==> src/rtl/instruction_fetch.sv <==
// Instruction fetch stage: single-outstanding imem req/ack fetcher feeding a
// small prefetch FIFO, with a registered IR/PC/if_valid output to decode.
module instruction_fetch #(
  parameter logic [31:0] RESET_PC   = 32'h0000_0000,
  parameter int          FIFO_DEPTH = 2
) (
  input  logic        clk,
  input  logic        rst,
  output logic        imem_req,
  output logic [31:0] imem_addr,
  input  logic        imem_ack,
  input  logic [31:0] imem_rdata,
  input  logic        stall,
  input  logic        redirect,
  input  logic [31:0] redirect_pc,
  output logic [31:0] IR,
  output logic [31:0] PC,
  output logic        if_valid
);

  localparam int PW = $clog2(FIFO_DEPTH);
  localparam int CW = PW + 1;

  typedef enum logic [1:0] {
    S_FETCH = 2'd0,
    S_WAIT  = 2'd1,
    S_FLUSH = 2'd2
  } state_e;

  state_e        state_q, state_d;
  logic          req_q, req_d;
  logic [31:0]   addr_q, addr_d;
  logic [31:0]   fetch_pc_q, fetch_pc_d;
  logic [PW-1:0] wr_ptr_q, wr_ptr_d, rd_ptr_q, rd_ptr_d;
  logic [CW-1:0] count_q, count_d;
  logic [31:0]   ir_q, ir_d, pc_q, pc_d;
  logic          valid_q, valid_d;
  logic [31:0]   fifo_pc_q [FIFO_DEPTH];
  logic [31:0]   fifo_ir_q [FIFO_DEPTH];
  logic          done, push, pop, can_issue;

  // Memory handshake: a request completes on any edge with req && ack; until
  // then req/addr stay frozen, and only one request is ever outstanding.
  always_comb begin
    done = req_q && imem_ack;
    push = done && (state_q == S_WAIT) && !redirect;
    pop  = !redirect && !stall && (count_q != '0);
    if (redirect) begin
      count_d    = '0;
      wr_ptr_d   = '0;
      rd_ptr_d   = '0;
      fetch_pc_d = {redirect_pc[31:2], 2'b00};
    end else begin
      count_d    = count_q + CW'(push) - CW'(pop);
      wr_ptr_d   = wr_ptr_q + PW'(push);
      rd_ptr_d   = rd_ptr_q + PW'(pop);
      fetch_pc_d = push ? fetch_pc_q + 32'd4 : fetch_pc_q;
    end
    // The bus is free when idle or when the outstanding request completes now.
    can_issue = ((state_q == S_FETCH) || done) && (count_d < CW'(FIFO_DEPTH));
  end

  always_comb begin
    state_d = state_q;
    req_d   = req_q;
    addr_d  = addr_q;
    if (can_issue) begin
      state_d = S_WAIT;
      req_d   = 1'b1;
      addr_d  = fetch_pc_d;
    end else if (done) begin
      state_d = S_FETCH;
      req_d   = 1'b0;
    end else if (redirect && (state_q == S_WAIT)) begin
      state_d = S_FLUSH;
    end
  end

  always_comb begin
    ir_d    = ir_q;
    pc_d    = pc_q;
    valid_d = valid_q;
    if (redirect) begin
      ir_d    = '0;
      valid_d = 1'b0;
    end else if (!stall) begin
      if (count_q != '0) begin
        ir_d    = fifo_ir_q[rd_ptr_q];
        pc_d    = fifo_pc_q[rd_ptr_q];
        valid_d = 1'b1;
      end else begin
        ir_d    = '0;
        valid_d = 1'b0;
      end
    end
  end

  always_ff @(posedge clk) begin
    if (!rst) begin
      state_q    <= S_FETCH;
      req_q      <= 1'b0;
      addr_q     <= RESET_PC;
      fetch_pc_q <= RESET_PC;
      wr_ptr_q   <= '0;
      rd_ptr_q   <= '0;
      count_q    <= '0;
      ir_q       <= '0;
      pc_q       <= '0;
      valid_q    <= 1'b0;
    end else begin
      state_q    <= state_d;
      req_q      <= req_d;
      addr_q     <= addr_d;
      fetch_pc_q <= fetch_pc_d;
      wr_ptr_q   <= wr_ptr_d;
      rd_ptr_q   <= rd_ptr_d;
      count_q    <= count_d;
      ir_q       <= ir_d;
      pc_q       <= pc_d;
      valid_q    <= valid_d;
    end
  end

  // Storage needs no reset: occupancy alone decides what is readable.
  always_ff @(posedge clk) begin
    if (push) begin
      fifo_pc_q[wr_ptr_q] <= fetch_pc_q;
      fifo_ir_q[wr_ptr_q] <= imem_rdata;
    end
  end

  assign imem_req  = req_q;
  assign imem_addr = addr_q;
  assign IR        = ir_q;
  assign PC        = pc_q;
  assign if_valid  = valid_q;

endmodule

==> config.mk <==
export PLATFORM = sky130hd
export DESIGN_NAME = instruction_fetch
export DESIGN_NICKNAME = d
export VERILOG_FILES = /design/src/rtl/instruction_fetch.sv
export SDC_FILE = /design/constraint.sdc
export NUM_CORES = 1
export LEC_CHECK = 0
export ABC_AREA = 1
export BUFFER_PORTS_ARGS = -buffer_cell sky130_fd_sc_hd__buf_2
export CELL_PAD_IN_SITES_DETAIL_PLACEMENT = 0
export CELL_PAD_IN_SITES_GLOBAL_PLACEMENT = 1
export CORE_ASPECT_RATIO = 1.5
export CORE_MARGIN = 2
export CORE_UTILIZATION = 40
export DETAILED_ROUTE_END_ITERATION = 8
export HOLD_SLACK_MARGIN = 0.06
export PLACE_DENSITY = 0.71
export SLEW_MARGIN = 20
export SYNTH_ARGS = -nofsm -noshare
export SYNTH_HDL_FRONTEND = slang
export SYNTH_SLANG_ARGS = --single-unit
==> constraint.sdc <==
create_clock -name clk -period 3.97 [get_ports clk]
set_input_delay 0 -clock clk [delete_from_list [all_inputs] [get_ports clk]]
set_output_delay 0 -clock clk [all_outputs]
set_load 0.02 [all_outputs]
Word-level counts from Yosys, hierarchy flattened
Memories as Yosys holds them, arrays and structs flattened. A register that Yosys moved wholly into a read port is not among the register bits.
Index checks and enable logic that the tools add are counted.
{ "word_totals": {"input_bits": 69, "out_inout_bits": 98, "ramBits": 128, "reg_bits": 104, "mem_count": 2, "word_cells": 53} }
{ "memory_table": {"columns": ["name", "depth", "width", "rd", "rd_ports_with_merged_regs", "write_ports", "line", "source"], "rows": [
  ["fifo_ir_q", 2, 32, 1, 1, 1, "39", "logic [31:0] fifo_ir_q [FIFO_DEPTH];"],
  ["fifo_pc_q", 2, 32, 1, 1, 1, "38", "logic [31:0] fifo_pc_q [FIFO_DEPTH];"]
]} }
{ "classes": {"n_eq_ne": 1, "n_lt_le_gt_ge": 1, "n_bitwise": 3, "addsub": 5, "mux": 13, "reduce_logical": 18} }
{ "ops": {"columns": ["cell", "count"], "rows": [
  ["$mux 32", 3],
  ["$add 32x3->32 const B", 1],
  ["$mux 1", 9],
  ["$logic_and 1x1->1", 7],
  ["$reduce_bool 2->1", 2],
  ["$logic_not 1->1", 3],
  ["$not 1->1", 3],
  ["$reduce_and 3->1", 1],
  ["$reduce_bool 3->1", 1],
  ["$reduce_or 3->1", 1],
  ["$add 1x1->1", 2],
  ["$add 2x1->2", 1],
  ["$eq 2x1->1 const B", 1],
  ["$logic_not 2->1", 1],
  ["$lt 2x2->1 const B", 1],
  ["$mux 2", 1],
  ["$reduce_or 2->1", 1],
  ["$sub 2x1->2", 1],
  ["$logic_or 1x1->1", 1]
]} }

Depth between registers and ports, before layout
Gate-level depths: netlist of run 1.
{ "depth": {"word_depth": 9, "mapped_depth": 19, "depth_no_buf": 15} }

Least setup slack after synthesis of run 1
Ideal clock, no wire load.
{ "synth_path": {"kind": "reg2reg", "startpoint": "register req_q (netlist: imem_req)", "endpoint": "memory fifo_ir_q[1][0], enable pin", "setup_ps": 429, "n_path_buf": 0, "period_less_slack_ps": 3072, "t_required_ps": 3541, "arrival_ps": 2642, "path_stages_with_launch": 4, "setup_slack_ps": 898, "path_cell_list": "dfxtp_1 -> nand2_2 -> nor3_4 -> ha_1"} }
{ "synth_via": {"elab_chain_cells": 5} }
{ "synth_rtl": {"columns": ["item", "line", "source"], "rows": [
  ["start, declared", "31", "logic req_q, req_d;"],
  ["start signal, assigned", "112", "req_q <= req_d;"],
  ["$logic_and 1x1->1", "45", "done = req_q && imem_ack;"],
  ["$logic_and 1x1->1 (2 in series)", "46", "push = done && (state_q == S_WAIT) && !redirect;"],
  ["$mux 1", "126", "if (push) begin"],
  ["$mux 1 (implied by the code)", "128", "fifo_ir_q[wr_ptr_q] <= imem_rdata;"],
  ["end, declared", "39", null]
]} }
No other way between the ends.

Final worst setup path of run 1
{ "layout_path": {"startpoint": "register req_q (netlist: imem_req)", "endpoint": "register addr_q[10] (netlist: imem_addr[10])"} }
{ "layout_via": {"elab_chain_cells": 8, "word_cells_on_any_way": 11, "classes_between": "add/sub: 2; order compare: 1; mux: 3; reduce/logical: 5"} }
{ "layout_rtl": {"columns": ["item", "line", "source"], "rows": [
  ["$logic_and 1x1->1 *", "45", null],
  ["$logic_and 1x1->1 (2 in series)", "46", null],
  ["$add 2x1->2", "54", "count_d = count_q + CW'(push) - CW'(pop);"],
  ["$sub 2x1->2", "54", null],
  ["$mux 2", "48", "if (redirect) begin"],
  ["$lt 2x2->1", "60", "can_issue = ((state_q == S_FETCH) || done) && (count_d < CW'(FIFO_DEPTH));"],
  ["$logic_and 1x1->1", "60", null],
  ["end signal, assigned", "113", "addr_q <= addr_d;"],
  ["end, declared", "32", "logic [31:0] addr_q, addr_d;"]
]} }
Mark *: on every way between the ends. The rest lies on a longest branch, timed or not.
A chain may end at the register's enable or synchronous reset.

==> metrics.md, run 1 <==
| Metric | Value |
|---|---|
| Pre-CTS setup slack | 1.079 ns |
| Leakage power | 5.387 nW |
| Req. time, crit path | approximately 4.4 ns |
| FILL cells | 2404 |
| Worst Tran Pin Value | approximately 0.95 ns |
| CP cell instances | nand2_2, nor2_4, nand2_2, ha_1, inv_1, ha_1, inv_1, nand2_1, nand3_1, nand2_1, nand2_1, inv_1, nand2_1, o21ai_0 |
| Clk pwr share | about two fifths |
| Total Power | between 5 and 6 mW |
| Via density | around 4.7 |
| Busiest layer in global routing | met2 |
| First-pass GRT wire length | about 40000 um |
| Internal | 4.498 mW |
| CTS tree | done |
| WL/cell | 14.77 um |
| Synth area leader | edfxtp_1 |
| Nature of the critical path endpoint | flip-flop |
| Worst Path Buf+Inv | 3 |
| Clock sink count | ~260 |
| Clk_skew | between 0.015 and 0.02 ns |
| Area delta synth->final | 26.72% |
| Post-synth EDFFs | 128 |
| Iteration-0 DRC Markers | 328 |
| Ys flop type | dfxtp_1 |
| Setup repair bufs after CTS | 0 |
| Antenna violation net count after detailed routing | 0 |
| Root buffer cell | clkbuf_16 |
| # port buffers | about 160 |
| Setup ws final | approximately 1.1 ns |
| Layout cells sized above 1 | between 15 and 20% |
| DRC viols | 0 |
| Slowest cell delay on critical path | 0.72 ns |
| Post-synth top area share | 37.65% |
| CTS Buf Count | 26 |
| Syn_nets | 1160 |
| Met2 Usage GRT | 34.64% |
| Die width | 134.4 um |
| Die Area | ~27000 um2 |
| Synth Warn # | 0 |
| Post-route cell area | 12940 um2 |
| Rows | around 70 |
| Max VDD drop | approximately 330 uV |
| Grt met1 use | about 22% |
| Layout Nets | approximately 1400 |
| Worst Path Arrival | 3.31 ns |
| Starting density of the core | approximately two fifths |
| Chip height | between 150 and 200 um |
| Seq cells post-synth | ~260 |
| Worst Hold Class | in2reg |
| RSZ-0062 raised after global routing | no |
| Outcome | finished clean |
| Cts repair resizes | 0 |
| Psw | 1.347 mW |
| Clock insertion delay at the later pin of the skew report | 0.53 ns |
| Final Util | roughly 52% |
| Router iterations before antenna repair | 4 |
| Hold Buf Count CTS | between 70 and 80 |
| H-Tree Depth | 1 |
| Worst-path fanout max | 29 |
| CP max stage cell | inv_1 |
| Area post-placement | between 10000 and 15000 um2 |
| Fraction of registers with async set/reset | 0% |
| Clock transition at path regs | 0.06 ns |
| Synthesized area per cell | around 9.4 um2 |
| RD Place Congestion | between 0.8 and 0.9 |
| Largest net degree at the start of global routing | between 60 and 70 |
| Slew HR | 36.55% |
| CP Class | reg2reg |
| Worst Setup Start Kind | flip-flop |
| Pwr Density | ~450 nW/um2 |
| Synth cell count leaders | nand2_1 (406), dfxtp_1 (136), edfxtp_1 (128) |
| Grt ovf | 0 |
| FF+latch area | between 6000 and 7000 um2 |
| Max_cap viols | 0 |
| GR Layer Usage met3 | 2.816% |
| # diodes | 0 |
| Multi-input gate area | ~3200 um2 |
| Sw Share | a little under a quarter |
| Count leader, synth | nand2_1 |
| Count of final max-slew check failures | 0 |
| Final hold violations | 0 |
| Tcrit/Tclk final | between 70 and 80% |
| Dpl cells | 1538 |
| Mapped Area | slightly above 10000 um2 |
| CP dominant cell by count | nand2_1 |
| Synth area leaders | edfxtp_1 (38%), dfxtp_1 (27%), nand2_1 (15%) |
| Flop pwr share | between 50% and 60% |
| Final critical-path required period | around 2.9 ns |
| Core area | 25050 um2 |
| Register area share after synthesis | 64.32% |
| Layout Cells excl Fill | 1661 |
| Initial antenna violation count | 0 |
| I/O pins | around 170 |
| Syn Inst Count | ~1100 |
| Final hold slack | 0.07185 ns |
| FMAX | roughly 350 MHz |
| Final wirelength | between 20000 and 25000 um |
| Setup TNS | 0 ns |
| Comb pwr share | under 10% |
| CP delay by family, top | simple AND/OR/NAND/NOR gates |
| Final Setup Violations | 0 |
| HPWL after detailed placement | roughly 16000 um |
| CTS Buffer Depth | 3 |
| Vias in the first global route | a little under 8000 |
| Gr usage total | 18.59% |
| Vias | just under 8000 |
| Synth cell types | 30 |
[power by group through the flow]
stage                     sequential (mW)  combinational [mW]  clock (mW)
after CTS                            3.01               0.440        2.48
after floorplan                      3.11               0.186           0
after global routing                 3.02               0.486        2.59
after detailed placement             3.07               0.382           0
after global placement               3.07               0.376           0
final                                3.01               0.433        2.40
[layer usage]
metal | routed length (um) | share of wire, %
met1 | 10400 | 42
met2 | 12490 | 51
met3 | 1056 | 4.3
met4 | 585 | 2.4
met5 | 0 | 0
[sequential cells by signal (all words and copies together), names as in the netlist]
register / cells
imem_addr: 32
wr_ptr_q: 1
PC: 32
fifo_ir_q: 64
IR: 32
fetch_pc_q: 32
if_valid: 1
imem_req: 1
state_q: 2
count_q: 2
fifo_pc_q: 64
rd_ptr_q: 1
[cell type report]
class	instances	share of cell area [%]
clock buffers	34	5.745
flip-flops and latches	264	50.77
repair buffers	249	12.92
multi-input cells	716	24.99
inverters	56	1.635
clock inverters	14	0.7641
well taps	328	3.172
[tightest hold or removal path, stage by stage]
cell     delay, ns
buf_2         0.32
nand2_1       0.19
nor2_1        0.04
[cells by family after synthesis]
| kind of cell | Yosys count | share of synthesized area, % |
|---|---|---|
| simple gates | 559 | 22.55 |
| fa+ha+maj | 5 | 0.6128 |
| xor+xnor | 7 | 0.6006 |
| compound gates | 145 | 7.783 |
| flops | 264 | 64.32 |
| buf+inv | 106 | 4.130 |
[worst paths after layout]
path	from	endpoint	slack (ns)	cells after the start
worst max-delay path	imem_req	imem_addr[10]	1.10	14
worst min-delay path	rst	state_q[1]	0.07	3
worst max register to register	imem_req	imem_addr[10]	1.10	14
worst min register to register	imem_addr[28]	imem_addr[28]	0.45	2
[cells in the final DEF, fill, tap and decap left out, types with 3 or more instances in the layout]
cell and instances:
xor2_1 5, clkbuf_16 28, a31oi_1 35, edfxtp_1 128, nor3_1 3, ha_1 3
clkinv_2 6, buf_4 8, inv_1 53, dlygate4sd3_1 75, o21ai_0 53, nand2_1 406
o21bai_1 6, clkbuf_1 4, clkinv_1 6, nor2_4 5, nand2_2 3, or2_2 12
nor2_1 59, buf_2 164, nand4_1 14, nand3_1 51, a21oi_1 47, dfxtp_1 135
No activity file was read; power rests on OpenSTA's default activity.
==> run 2, diff against run 1 <==
- CORE_UTILIZATION: 40 -> 39
- PLACE_DENSITY: 0.71 -> 0.72
- clock period: 3.97 -> 2.3 ns (I/O delays scaled with it)
==> run 2 against run 1 <==
  * Sequential cell count is the same
  * Total power grew 77%
  * Combinational power grew 91%
  * First-iteration DRC count grew 6.7%
  * Hold slack gained 0.12 ns
  * Clock-buffer cell count shrank 4
  * Cell count grew 1.6%
  * Register-to-register slack lost 0.90 ns
  * Clock power grew 79%
  * Critical path type unchanged
  * Largest cell class unchanged
==> metrics.md, run 2 (synthesized netlist as in run 1, its figures left out) <==
| Metric | Value |
|---|---|
| Max VDD drop | 481.9 uV (was 327.9 uV) |
| Clk pwr share | 41.7% (was 41.1%) |
| Final Util | 51.29% (was 51.64%) |
| # port buffers | 164 (unchanged) |
| Die Area | 27510 um2 (was 26840 um2) |
| Final critical-path required period | 2.102 ns (was 2.871 ns) |
| Clk_skew | 0.01396 ns (was 0.01821 ns) |
| Area post-placement | 11510 um2 (was 11340 um2) |
| Area delta synth->final | 29.45% (was 26.72%) |
| RD Place Congestion | 0.7996 (was 0.8603) |
| Iteration-0 DRC Markers | 350 (was 328) |
| Slew HR | 51.63% (was 36.55%) |
| Chip height | 202.2 um (was 199.7 um) |
| Core area | 25760 um2 (was 25050 um2) |
| WL/cell | 14.60 um (was 14.77 um) |
| HPWL after detailed placement | 16330 um (was 16000 um) |
| Comb pwr share | 8.0% (was 7.4%) |
| DRC viols | 0 (unchanged) |
| Nature of the critical path endpoint | flip-flop (unchanged) |
| Rows | 72 (was 71) |
| Layout Nets | 1409 (was 1387) |
| I/O pins | 167 (unchanged) |
| Vias in the first global route | 7778 (was 7850) |
| Vias | 7926 (was 7874) |
| Flop pwr share | 50.3% (was 51.5%) |
| Die width | 136.1 um (was 134.4 um) |
| Worst Setup Start Kind | flip-flop (unchanged) |
| # diodes | 0 (unchanged) |
| Root buffer cell | clkbuf_16 (unchanged) |
| Post-route cell area | 13220 um2 (was 12940 um2) |
| Clock insertion delay at the later pin of the skew report | 0.53 ns (about the same) |
| CTS tree | done (unchanged) |
| CTS Buffer Depth | 3 (unchanged) |
| Worst Tran Pin Value | 0.7255 ns (was 0.9507 ns) |
| Initial antenna violation count | 0 (unchanged) |
| Starting density of the core | 39.62% (was 40.75%) |
| Sw Share | 22.74% (was 23.05%) |
| Commonest non-fill, non-tap cell in the layout | nand2_1 (unchanged) |
| H-Tree Depth | 1 (unchanged) |
| Gr usage total | 17.89% (was 18.59%) |
| Biggest regs | fifo_ir_q x64, fifo_pc_q x64 (unchanged) |
| Setup ws final | 0.1978 ns (was 1.099 ns) |
| Layout cells sized above 1 | 20.24% (was 18.23%) |
| Psw | 2.346 mW (was 1.347 mW) |
| Req. time, crit path | 2.72 ns (was 4.41 ns) |
| Worst Path Arrival | 2.52 ns (was 3.31 ns) |
| Final hold slack | 0.1957 ns (was 0.07185 ns) |
| Leakage power | 5.518 nW (was 5.387 nW) |
| Clock transition at path regs | 0.06 ns (about the same) |
| Commonest cells after routing, fill and taps aside | nand2_1 (405), buf_2 (164), dfxtp_1 (133) (was nand2_1 (406), buf_2 (164), dfxtp_1 (135)) |
| Final wirelength | 24630 um (was 24540 um) |
| Final hold violations | 0 (unchanged) |
| Total Power | 10.32 mW (was 5.845 mW) |
| RSZ-0062 raised after global routing | no (unchanged) |
| CTS Buf Count | 25 (was 26) |
| Antenna violation net count after detailed routing | 0 (unchanged) |
| Pre-CTS setup slack | 0.1564 ns (was 1.079 ns) |
| Via density | 4.698 (was 4.741) |
| Outcome | finished clean (unchanged) |
| Grt ovf | 0 (unchanged) |
| CP Class | reg2reg (unchanged) |
| FILL cells | 2418 (was 2404) |
| Worst-path fanout max | 7 (was 29) |
| Clock sink count | 264 (unchanged) |
| Max_cap viols | 0 (unchanged) |
| Internal | 7.972 mW (was 4.498 mW) |
| FMAX | 475.7 MHz (was 348.3 MHz) |
| Worst Hold Class | in2reg (unchanged) |
| Final Setup Violations | 0 (unchanged) |
| Count of final max-slew check failures | 0 (unchanged) |
| Tcrit/Tclk final | 91.40% (was 72.33%) |
| Pwr Density | 780.8 nW/um2 (was 451.9 nW/um2) |
| Largest net degree at the start of global routing | 65 (unchanged) |
| Router iterations before antenna repair | 4 (unchanged) |
| First-pass GRT wire length | 39180 um (was 39900 um) |
==> run 2: repair_timing <==
item / 4_1_cts / 5_1_grt
hold buffers: 78 / 0
setup buffers: 0 / 3
hold endpoints to repair: 186 / 0
endpoints found under the setup margin: 0 / 31
gates resized for setup: 0 / 12
==> run 2: metal layers <==
metal	share of wire [%]	global-route usage, %	up-vias
met3	4.4	2.533	36
met1	42	21.05	3618
met5	0	0	-
li1	-	-	4096
met4	2.2	5.766	0
met2	51	33.00	176
==> run 2: stage by stage <==
step | instances | setup TNS [ns]
floorplan | 1086 | -14.67
global placement | 1559 | 0
detailed placement | 1559 | 0
CTS | 1683 | 0
global route | 1687 | 0
finish | 1687 | 0
==> run 2: power by group through the flow <==
stage                     Clock (mW)  Sequential, mW  Combinational (mW)
after floorplan                    0            5.36               0.324
after global placement             0            5.29               0.694
after detailed placement           0            5.29               0.706
after CTS                       4.42            5.19               0.810
after global routing            4.62            5.21               0.920
final                           4.30            5.19               0.828
==> run 2: layout make-up <==
| type | count | area [um2] | area share (%) |
|---|---|---|---|
| Clock buffer | 30 | 674.4 | 5.103 |
| Timing Repair inverter | 1 | 7.507 | 0.05681 |
| Timing Repair Buffer | 271 | 1882 | 14.24 |
| Sequential cell | 264 | 6570 | 49.72 |
| Multi-Input combinational cell | 716 | 3258 | 24.65 |
| Tap cell | 333 | 416.7 | 3.153 |
| Clock inverter | 16 | 192.7 | 1.458 |
| Inverter | 56 | 214.0 | 1.619 |
==> run 2: path summary, 6_finish.rpt <==
| path | startpoint | endpoint | slack, ns | cells past startpoint |
|---|---|---|---|---|
| hold / removal | imem_rdata[8] | fifo_ir_q[0][8] | 0.20 | 2 |
| hold reg to reg | imem_addr[17] | imem_addr[17] | 0.45 | 2 |
| setup reg to reg | state_q[0] | imem_addr[1] | 0.20 | 14 |
| setup / recovery | state_q[0] | imem_addr[1] | 0.20 | 14 |
==> run 2: worst max-delay path, cell delays in order (launching register included) <==
cell and delay (ns):
dfxtp_1 0.35, nand2_1 0.11, nor2_4 0.15, nand2_2 0.06, ha_1 0.27, inv_1 0.04, ha_1 0.18, inv_1 0.06
nand2_1 0.06, nand3_2 0.12, nand2_4 0.10, nand2_1 0.12, inv_2 0.07, buf_4 0.16, o22a_1 0.15
